**config.mk**
```make
export PLATFORM = sky130hd
export DESIGN_NAME = cam_capture_ctrl
export DESIGN_NICKNAME = d
export VERILOG_FILES = /design/src/rtl/cam_pkg.sv /design/src/rtl/cam_sync_edge.sv /design/src/rtl/cam_capture_ctrl.sv
export SDC_FILE = /design/constraint.sdc
export NUM_CORES = 1
export LEC_CHECK = 0
export ABC_AREA = 0
export BUFFER_PORTS_ARGS = -buffer_cell sky130_fd_sc_hd__buf_2
export CAP_MARGIN = 20
export CORE_ASPECT_RATIO = 1.75
export CORE_UTILIZATION = 55
export DETAILED_ROUTE_END_ITERATION = 7
export GPL_ROUTABILITY_DRIVEN = 0
export PLACE_DENSITY = 0.85
export SETUP_SLACK_MARGIN = 0.2
export SLEW_MARGIN = 20
export SYNTH_ARGS = -nofsm -noshare
export SYNTH_HDL_FRONTEND = slang
export SYNTH_HIERARCHICAL = 1
export SYNTH_SLANG_ARGS = --single-unit
```
**constraint.sdc**
```tcl
create_clock -name CLOCK_24 -period 2.2 [get_ports CLOCK_24]
set_input_delay 0.11 -clock CLOCK_24 [delete_from_list [all_inputs] [get_ports CLOCK_24]]
set_output_delay 0.11 -clock CLOCK_24 [all_outputs]
set_load 0.02 [all_outputs]
```
**src/rtl/cam_pkg.sv**
```systemverilog
// Shared definitions for the OV7670 capture path: pixel mode encodings,
// capture FSM state type and the sensor's native resolution.
package cam_pkg;

  localparam logic [1:0] MODE_Y      = 2'd0;
  localparam logic [1:0] MODE_RGB565 = 2'd1;
  localparam logic [1:0] MODE_RAW    = 2'd2;

  localparam int OV7670_H_RES = 640;
  localparam int OV7670_V_RES = 480;

  typedef enum logic [1:0] {
    ST_IDLE       = 2'd0,
    ST_WAIT_FRAME = 2'd1,
    ST_ACTIVE     = 2'd2
  } cap_state_t;

endpackage

```
**src/rtl/cam_sync_edge.sv**
```systemverilog
// Two-flop synchroniser for an asynchronous camera signal, with a third
// stage used only to derive single-cycle rising/falling edge pulses.
module cam_sync_edge (
  input  logic clk,
  input  logic rst,
  input  logic din,
  output logic level,
  output logic rise,
  output logic fall
);

  logic s1, s2, s3;

  always_ff @(posedge clk) begin
    if (rst) begin
      s1 <= 1'b0;
      s2 <= 1'b0;
      s3 <= 1'b0;
    end else begin
      s1 <= din;
      s2 <= s1;
      s3 <= s2;
    end
  end

  assign level = s2;
  assign rise  = s2 & ~s3;
  assign fall  = ~s2 & s3;

endmodule

```
**src/rtl/cam_capture_ctrl.sv**
```systemverilog
// OV7670 capture controller: assembles camera bytes into pixels, decimates,
// and drives the framebuffer write port. Optional CAM_TEST_PATTERN_EN adds
// a {col,line} test pattern selected by test_pat.
module cam_capture_ctrl
  import cam_pkg::*;
#(
  parameter int H_RES  = OV7670_H_RES,
  parameter int V_RES  = OV7670_V_RES,
  parameter int DECIM  = 1,
  parameter int ADDR_W = 19,
  parameter int DATA_W = 16
) (
  input  logic              CLOCK_24,
  input  logic              rst,
  input  logic              capture_en,
  input  logic [1:0]        mode,
  input  logic              test_pat,
  input  logic              PCLK,
  input  logic              VSYNC,
  input  logic              HREF,
  input  logic [7:0]        D,
  output logic              wr_en,
  output logic [ADDR_W-1:0] wr_addr,
  output logic [DATA_W-1:0] wr_data,
  output logic              frame_done,
  output logic              busy,
  output logic              err,
  output logic [1:0]        state_dbg
);

  localparam int DSH      = $clog2(DECIM);
  localparam int CW       = ($clog2(H_RES + 1) > 8) ? $clog2(H_RES + 1) : 8;
  localparam int LW       = ($clog2(V_RES + 1) > 8) ? $clog2(V_RES + 1) : 8;
  localparam int ROW_STEP = H_RES / DECIM;

  logic pclk_rise, href_lvl, href_fall, vsync_rise, vsync_fall;
  logic unused_pclk_lvl, unused_pclk_fall, unused_href_rise, unused_vsync_lvl;

  cam_sync_edge u_sync_pclk (
    .clk(CLOCK_24), .rst(rst), .din(PCLK),
    .level(unused_pclk_lvl), .rise(pclk_rise), .fall(unused_pclk_fall)
  );
  cam_sync_edge u_sync_href (
    .clk(CLOCK_24), .rst(rst), .din(HREF),
    .level(href_lvl), .rise(unused_href_rise), .fall(href_fall)
  );
  cam_sync_edge u_sync_vsync (
    .clk(CLOCK_24), .rst(rst), .din(VSYNC),
    .level(unused_vsync_lvl), .rise(vsync_rise), .fall(vsync_fall)
  );

  cap_state_t        state;
  logic [7:0]        d_s1, d_s2;
  logic [7:0]        hi_byte;
  logic              byte_idx;
  logic [1:0]        mode_q;
  logic [CW-1:0]     col;
  logic [LW-1:0]     line_cnt;
  logic [ADDR_W-1:0] row_base;

`ifdef CAM_TEST_PATTERN_EN
  logic tp_q;
`else
  logic unused_test_pat;
  assign unused_test_pat = test_pat;
`endif

  logic              pix_done;
  logic [15:0]       pix_data;
  logic              col_ok, line_ok, col_kept, line_kept;
  logic [ADDR_W-1:0] addr_nxt;

  always_comb begin
    pix_done = 1'b0;
    pix_data = '0;
    case (mode_q)
      MODE_Y: begin
        pix_done = ~byte_idx;
        pix_data = {8'h00, d_s2};
      end
      MODE_RGB565: begin
        pix_done = byte_idx;
        pix_data = {hi_byte, d_s2};
      end
      default: begin
        pix_done = 1'b1;
        pix_data = {8'h00, d_s2};
      end
    endcase
  end

  // Counters saturate at the limit so overflow stays detectable without wrap.
  assign col_ok    = col < CW'(H_RES);
  assign line_ok   = line_cnt < LW'(V_RES);
  assign col_kept  = (col & CW'(DECIM - 1)) == '0;
  assign line_kept = line_ok && ((line_cnt & LW'(DECIM - 1)) == '0);
  assign addr_nxt  = row_base + ADDR_W'(col >> DSH);
  assign state_dbg = state;

  always_ff @(posedge CLOCK_24) begin
    if (rst) begin
      state      <= ST_IDLE;
      d_s1       <= '0;
      d_s2       <= '0;
      hi_byte    <= '0;
      byte_idx   <= 1'b0;
      mode_q     <= MODE_Y;
      col        <= '0;
      line_cnt   <= '0;
      row_base   <= '0;
      wr_en      <= 1'b0;
      wr_addr    <= '0;
      wr_data    <= '0;
      frame_done <= 1'b0;
      busy       <= 1'b0;
      err        <= 1'b0;
`ifdef CAM_TEST_PATTERN_EN
      tp_q       <= 1'b0;
`endif
    end else begin
      d_s1       <= D;
      d_s2       <= d_s1;
      wr_en      <= 1'b0;
      frame_done <= 1'b0;
      case (state)
        ST_IDLE: begin
          if (capture_en) begin
            state <= ST_WAIT_FRAME;
            busy  <= 1'b1;
            err   <= 1'b0;
          end
        end
        ST_WAIT_FRAME: begin
          if (vsync_fall) begin
            state    <= ST_ACTIVE;
            col      <= '0;
            line_cnt <= '0;
            byte_idx <= 1'b0;
            row_base <= '0;
            mode_q   <= mode;
`ifdef CAM_TEST_PATTERN_EN
            tp_q     <= test_pat;
`endif
          end
        end
        ST_ACTIVE: begin
          if (vsync_rise) begin
            frame_done <= 1'b1;
            if (capture_en) begin
              state <= ST_WAIT_FRAME;
              err   <= 1'b0;
            end else begin
              state <= ST_IDLE;
              busy  <= 1'b0;
            end
          end else if (pclk_rise && href_lvl) begin
            if (!byte_idx) hi_byte <= d_s2;
            if (mode_q == MODE_Y || mode_q == MODE_RGB565) byte_idx <= ~byte_idx;
            if (pix_done) begin
              if (!col_ok || !line_ok) begin
                err <= 1'b1;
              end else if (col_kept && line_kept) begin
                wr_en   <= 1'b1;
                wr_addr <= addr_nxt;
`ifdef CAM_TEST_PATTERN_EN
                wr_data <= tp_q ? DATA_W'({col[7:0], line_cnt[7:0]}) : DATA_W'(pix_data);
`else
                wr_data <= DATA_W'(pix_data);
`endif
              end
              if (col_ok) col <= col + CW'(1);
            end
          end else if (href_fall) begin
            col      <= '0;
            byte_idx <= 1'b0;
            if (line_kept) row_base <= row_base + ADDR_W'(ROW_STEP);
            if (line_ok) line_cnt <= line_cnt + LW'(1);
          end
        end
        default: state <= ST_IDLE;
      endcase
    end
  end

endmodule

```
After elaboration in Yosys (flattened, before gate mapping)

Cells that the tools add are included.

Reduce and logical (&&, ||, !) cells: 20
Eq/ne operators: 18
Muxes and demuxes: 44
Add/sub/neg operators: 4
Order comparisons: 2
Bitwise logic cells: 14

Operators with widths:

| operator               | number |
|---|---|
| $mux 19                | 5 |
| $mux 10                | 6 |
| $mux 9                 | 5 |
| $pmux 19 s2            | 1 |
| $pmux 10 s2            | 1 |
| $add 19x10->19         | 1 |
| $add 19x10->19 const B | 1 |
| $pmux 9 s2             | 1 |
| $reduce_and 6->1       | 3 |
| $mux 1                 | 16 |
| $mux 16                | 1 |
| $ne 2x2->1 const B     | 6 |
| $ne 3x3->1 const B     | 4 |
| $reduce_and 4->1       | 3 |
| $add 10x1->10 const B  | 1 |
| $lt 10x10->1 const B   | 1 |
| $not 1->1              | 10 |
| $add 9x1->9 const B    | 1 |
| $lt 9x9->1 const B     | 1 |
| $ne 3x2->1 const B     | 3 |
| $pmux 1 s2             | 4 |
| $mux 2                 | 3 |
| $pmux 2 s3             | 1 |
| $reduce_or 6->1        | 1 |
| other kinds (13)       | 22 |

Bits of input ports: 17
Output and inout bits: 41
Register bits: 115

Longest topological paths before layout

Depth after elaboration: 8
Gate-level depth with buffers: 8

Hierarchy

Netlist, hierarchy kept.

Modules (own cells, without submodules):

| module           | cells each | sequential area each (um^2) | area an instance (um^2) | instances |
|---|---|---|---|---|
| cam_capture_ctrl | 487        | 1,981.9                     | 4,296.6                 | 1 |
| cam_sync_edge    | 8          | 60.1                        | 91.3                    | 3 |

Worst setup path after synthesis

Ideal clock, no wire load.

Path kind: reg-to-reg
Start point: reg col[8]
End point: reg wr_addr[18]
Data required time: 2,109 ps
Stages on the path, launching flop included: 7
Clock period less this slack: 2,055 ps
Library setup time: 91 ps
Path slack: 145 ps
Arrival time: 1,964 ps
Buffers on the path: 1
Path through: dfxtp_1 -> ha_1 -> a211oi_2 -> or3b_1 -> buf_2 -> or4_1 -> a311oi_1

Longest elaborated chain between the ends: 5

Ends and longest elaborated chain:

| what                              | line                    | source |
|---|---|---|
| start, declared                   | cam_capture_ctrl.sv:57  | `logic [CW-1:0] col;` |
| start signal, assigned            | cam_capture_ctrl.sv:171 | `if (col_ok) col <= col + CW'(1);` |
| $lt 10x10->1                      | cam_capture_ctrl.sv:93  | `assign col_ok = col < CW'(H_RES);` |
| $logic_not 1->1                   | cam_capture_ctrl.sv:160 | `if (!col_ok \|\| !line_ok) begin` |
| $logic_or 1x1->1                  | cam_capture_ctrl.sv:160 |  |
| $not 1->1 (no source line)        | n/a                     |  |
| $reduce_and 6->1 (no source line) | n/a                     |  |
| end signal, assigned              | cam_capture_ctrl.sv:164 | `wr_addr <= addr_nxt;` |
| end, declared                     | cam_capture_ctrl.sv:23  | `output logic [ADDR_W-1:0] wr_addr,` |

Parallel ways exist; a longest one is shown, timed or not.
A chain may end at the register's enable or synchronous reset.

Worst setup path in the final report

Same ends and word-level chain as after synthesis.

==> results <==
- The maximum VDD drop is around 470 uV.
- In this design, the largest share of critical-path delay is due to simple AND/OR/NAND/NOR gates.
- The floorplan step defined a core boundary enclosing 7960 um^2.
- The highest-delay cell along the critical path is or4_1.
- The smallest clock period supported by the final layout is computed as 1.99 ns.
- In this run, the combinational gates consume 3.7% of the power.
- The internal power summed over all cells is roughly 3000 uW.
- The number of global-route vias before repair is 3730.
- The worst min-delay path startpoint is D[6].
- In this run the clock root is driven by a clkbuf_16.
- The worst setup path is captured at a register.
- The top cell types in the final layout, fill and taps aside, are dfxtp_1 (102), a21oi_1 (57), buf_2 (56).
- The H-tree generated during clock tree synthesis spans 3 levels.
- For this run, the post-layout net count is 594.
- For this run, the total global-route usage over all layers was measured as 25.3%.
- From synthesis to final layout, the design area changed by 20.6%.
- The startpoint identified for the worst register-to-register timing path is col[8].
- The routed wire length on met3 is 478 um.
- The pin slew with the least headroom to its limit is around 0.58 ns.
- The worst setup slack for register-to-register paths is 0.21 ns.
- The final reports fail on DRC.
- The die height is 122 um.
- The post-route fraction of the period consumed by the critical path is 90.3%.
- The number of cell instances on the worst register-to-register path is 5.
- The achievable frequency is between 500 and 600 MHz.
- The final design area excluding fillers is 5500 um^2.
- The total power is about 3800 uW.
- The library cell used most frequently in the layout, excluding fill and tap cells, is dfxtp_1.
- The routed layout has 4083 vias.
- The average cell area after synthesis is between 8 and 9 um^2.
- The TritonCTS buffer count is 9.
- The hold violation count in the final report is 0.
- The clock net in this run drives a total of 108 sinks.
- The final max-slew violation count is 0.
- After global routing the overflow that remains totals 0.
- The antenna diode count is 0.
- The max capacitance violation total is 0.
- Counting instances, the worst hold path has a depth of 2.
- The count of buffers added on input and output ports is 56.
- The highest metal layer carrying signal wires in the routed design is met4.
- Setup repair after global routing could not meet its margin everywhere.
- The fraction of power spent switching nets is 22.1%.
- The clock input transition at the sequential cells of the worst setup and hold paths is around 0.07 ns.
- The wire-length estimate of the detail-placed layout is ~7200 um.
- The worst setup path is launched from a register.
- The cell area after synthesis is 4560 um^2.
- On the worst path, the slowest cell contributes a delay of between 0.4 and 0.5 ns.
- The total number of yosys warnings is 6.
- The critical path data arrival time is about 2.3 ns.
- The post-detailed-route DRC marker count is 10.
- The detailed-route wire length is 10700 um.
- The net count after synthesis is 532.
- The run finished, with violations left.
- Using the TritonRoute via totals, the vias-per-cell ratio works out to 6.13.
- The leakage power figure is 0.00199 uW.
- The required time of the critical path is roughly 2.5 ns.
- The final total negative setup slack is 0 ns.
- The terminating pin of the worst hold path is d_s1[6].
- Synthesis handed over a netlist of 509 instances.
- Cells with a size suffix above 1 make up 21.2% of the layout.
- The most critical setup path has its startpoint at col[8].
- The wire length on met1 is 4310 um.
- From left edge to right edge, the die measures 70.8 um.
- Entering global routing, the biggest net connects 40 pins.
- Walking the worst path, the cells encountered are ha_4 > a211oi_4 > or3b_4 > or4_1 > a311oi_2.
- The die footprint is 8670 um^2.
- After detailed placement, the total cell area comes to 5000 um^2.
- Row generation in the floorplan step produced between 40 and 50 rows.
- The final number of setup-violating endpoints is 0.
- The routed length on met2 is 5650 um.
- For the worst-skew pair, the clock arrives at the later sink with an insertion delay of 0.35 ns.
- The starting density of the core is 57.2%.
- The violation count after the first detailed-route iteration is around 400.
- The final worst clock skew is between 0.005 and 0.006 ns.
- In this run the tightest slew margin relative to its limit is 60.8%.
- TritonCTS built the clock tree.
- Counting both buffers and inverters, the worst setup path holds a total of 0.
- The switching power is about 850 uW.
- Before antenna repair, the detailed router went through 7 iterations.
- The worst register-to-register path ends at wr_addr[18].
- The part of the total power dissipated in the clock network is 44.1%.
- The worst setup path is of the reg -> reg kind.
- The maximum number of buffers from clock root to sink is 2.
- Of all nets on the critical path, the largest fanout is 7.
- The count of nets left with antenna violations once routing finished came out at 0.
- Per report_power, the sequential group accounts for 52.2% of the total.
- The path class of the tightest hold or removal check is in -> reg.
- The global-route wire length before repair is roughly 17000 um.
- The average wire per cell in the routed design is 16.1 um.
- The power per standard cell area is 695 nW/um^2.
- The number of placed I/O pins is 58.
- The number of antenna violations at the first check in global routing is 0.
==> layout make-up <==
type                    count  area, um^2
clock buffers              10         239
multi-input cells         356        2310
flip-flops and latches    108        2170
well taps                  90         113
inverters                   8        30.0
clock inverters             6        78.8
repair buffers             88         553
fillers                   582        2460
==> flip-flops by register name (all words and copies together) (netlist names), 2 cells and up <==
| register | flops |
|---|---|
| wr_addr | 19 |
| wr_data | 16 |
| row_base | 12 |
| col | 10 |
| line_cnt | 9 |
| d_s1 | 8 |
| d_s2 | 8 |
| hi_byte | 8 |
| mode_q | 2 |
| state_dbg | 2 |
==> worst max-delay path by stage <==
| stage | to | slack (ns) | cells after the start |
|---|---|---|---|
| after global routing | wr_addr[18] | 0.15 | 5 |
| after floorplan | wr_addr[18] | 0.20 | 6 |
| after CTS | wr_addr[18] | 0.17 | 5 |
| final | wr_addr[18] | 0.21 | 5 |
| after detailed placement | wr_addr[18] | 0.08 | 5 |
| after global placement | wr_addr[18] | 0.18 | 5 |
==> worst reg2reg max path, stage by stage (launching register included) <==
cell and delay [ns]:
dfxtp_2 0.35, ha_4 0.31, a211oi_4 0.09, or3b_4 0.41, or4_1 0.49, a311oi_2 0.25
==> what timing repair did <==
action	CTS	global route
setup buffers	2	2
hold buffers	8	0
resized for setup	5	17
pin swaps	1	0
endpoints found under the setup margin	4	30
endpoints found under the hold margin	8	0
==> metrics by stage <==
stage                     utilization [%]  hold WS (ns)  std cells  worst slack [ns]
after floorplan                         -         0.182        509             0.200
after global placement               62.8         0.316        638             0.181
after detailed placement             62.8         0.322        638            0.0849
after CTS                            68.2        0.0204        664             0.175
after global routing                 69.0        0.0251        666             0.148
final                                69.0        0.0168        666             0.213
==> layer usage <==
layer	up-vias	track usage, %
li1	1999	-
met1	1908	28.9
met2	148	45.1
met3	28	4.27
met4	0	12.9
met5	-	0
==> power by group through the flow <==
stage / clock network [uW] / logic (uW) / registers (uW)
floorplan: 0 / 80.9 / 2040
global placement: 0 / 121 / 2040
detailed placement: 0 / 125 / 2040
CTS: 1710 / 138 / 1990
global route: 1780 / 155 / 2000
finish: 1680 / 143 / 2000
No activity file was read; power rests on OpenSTA's default activity.
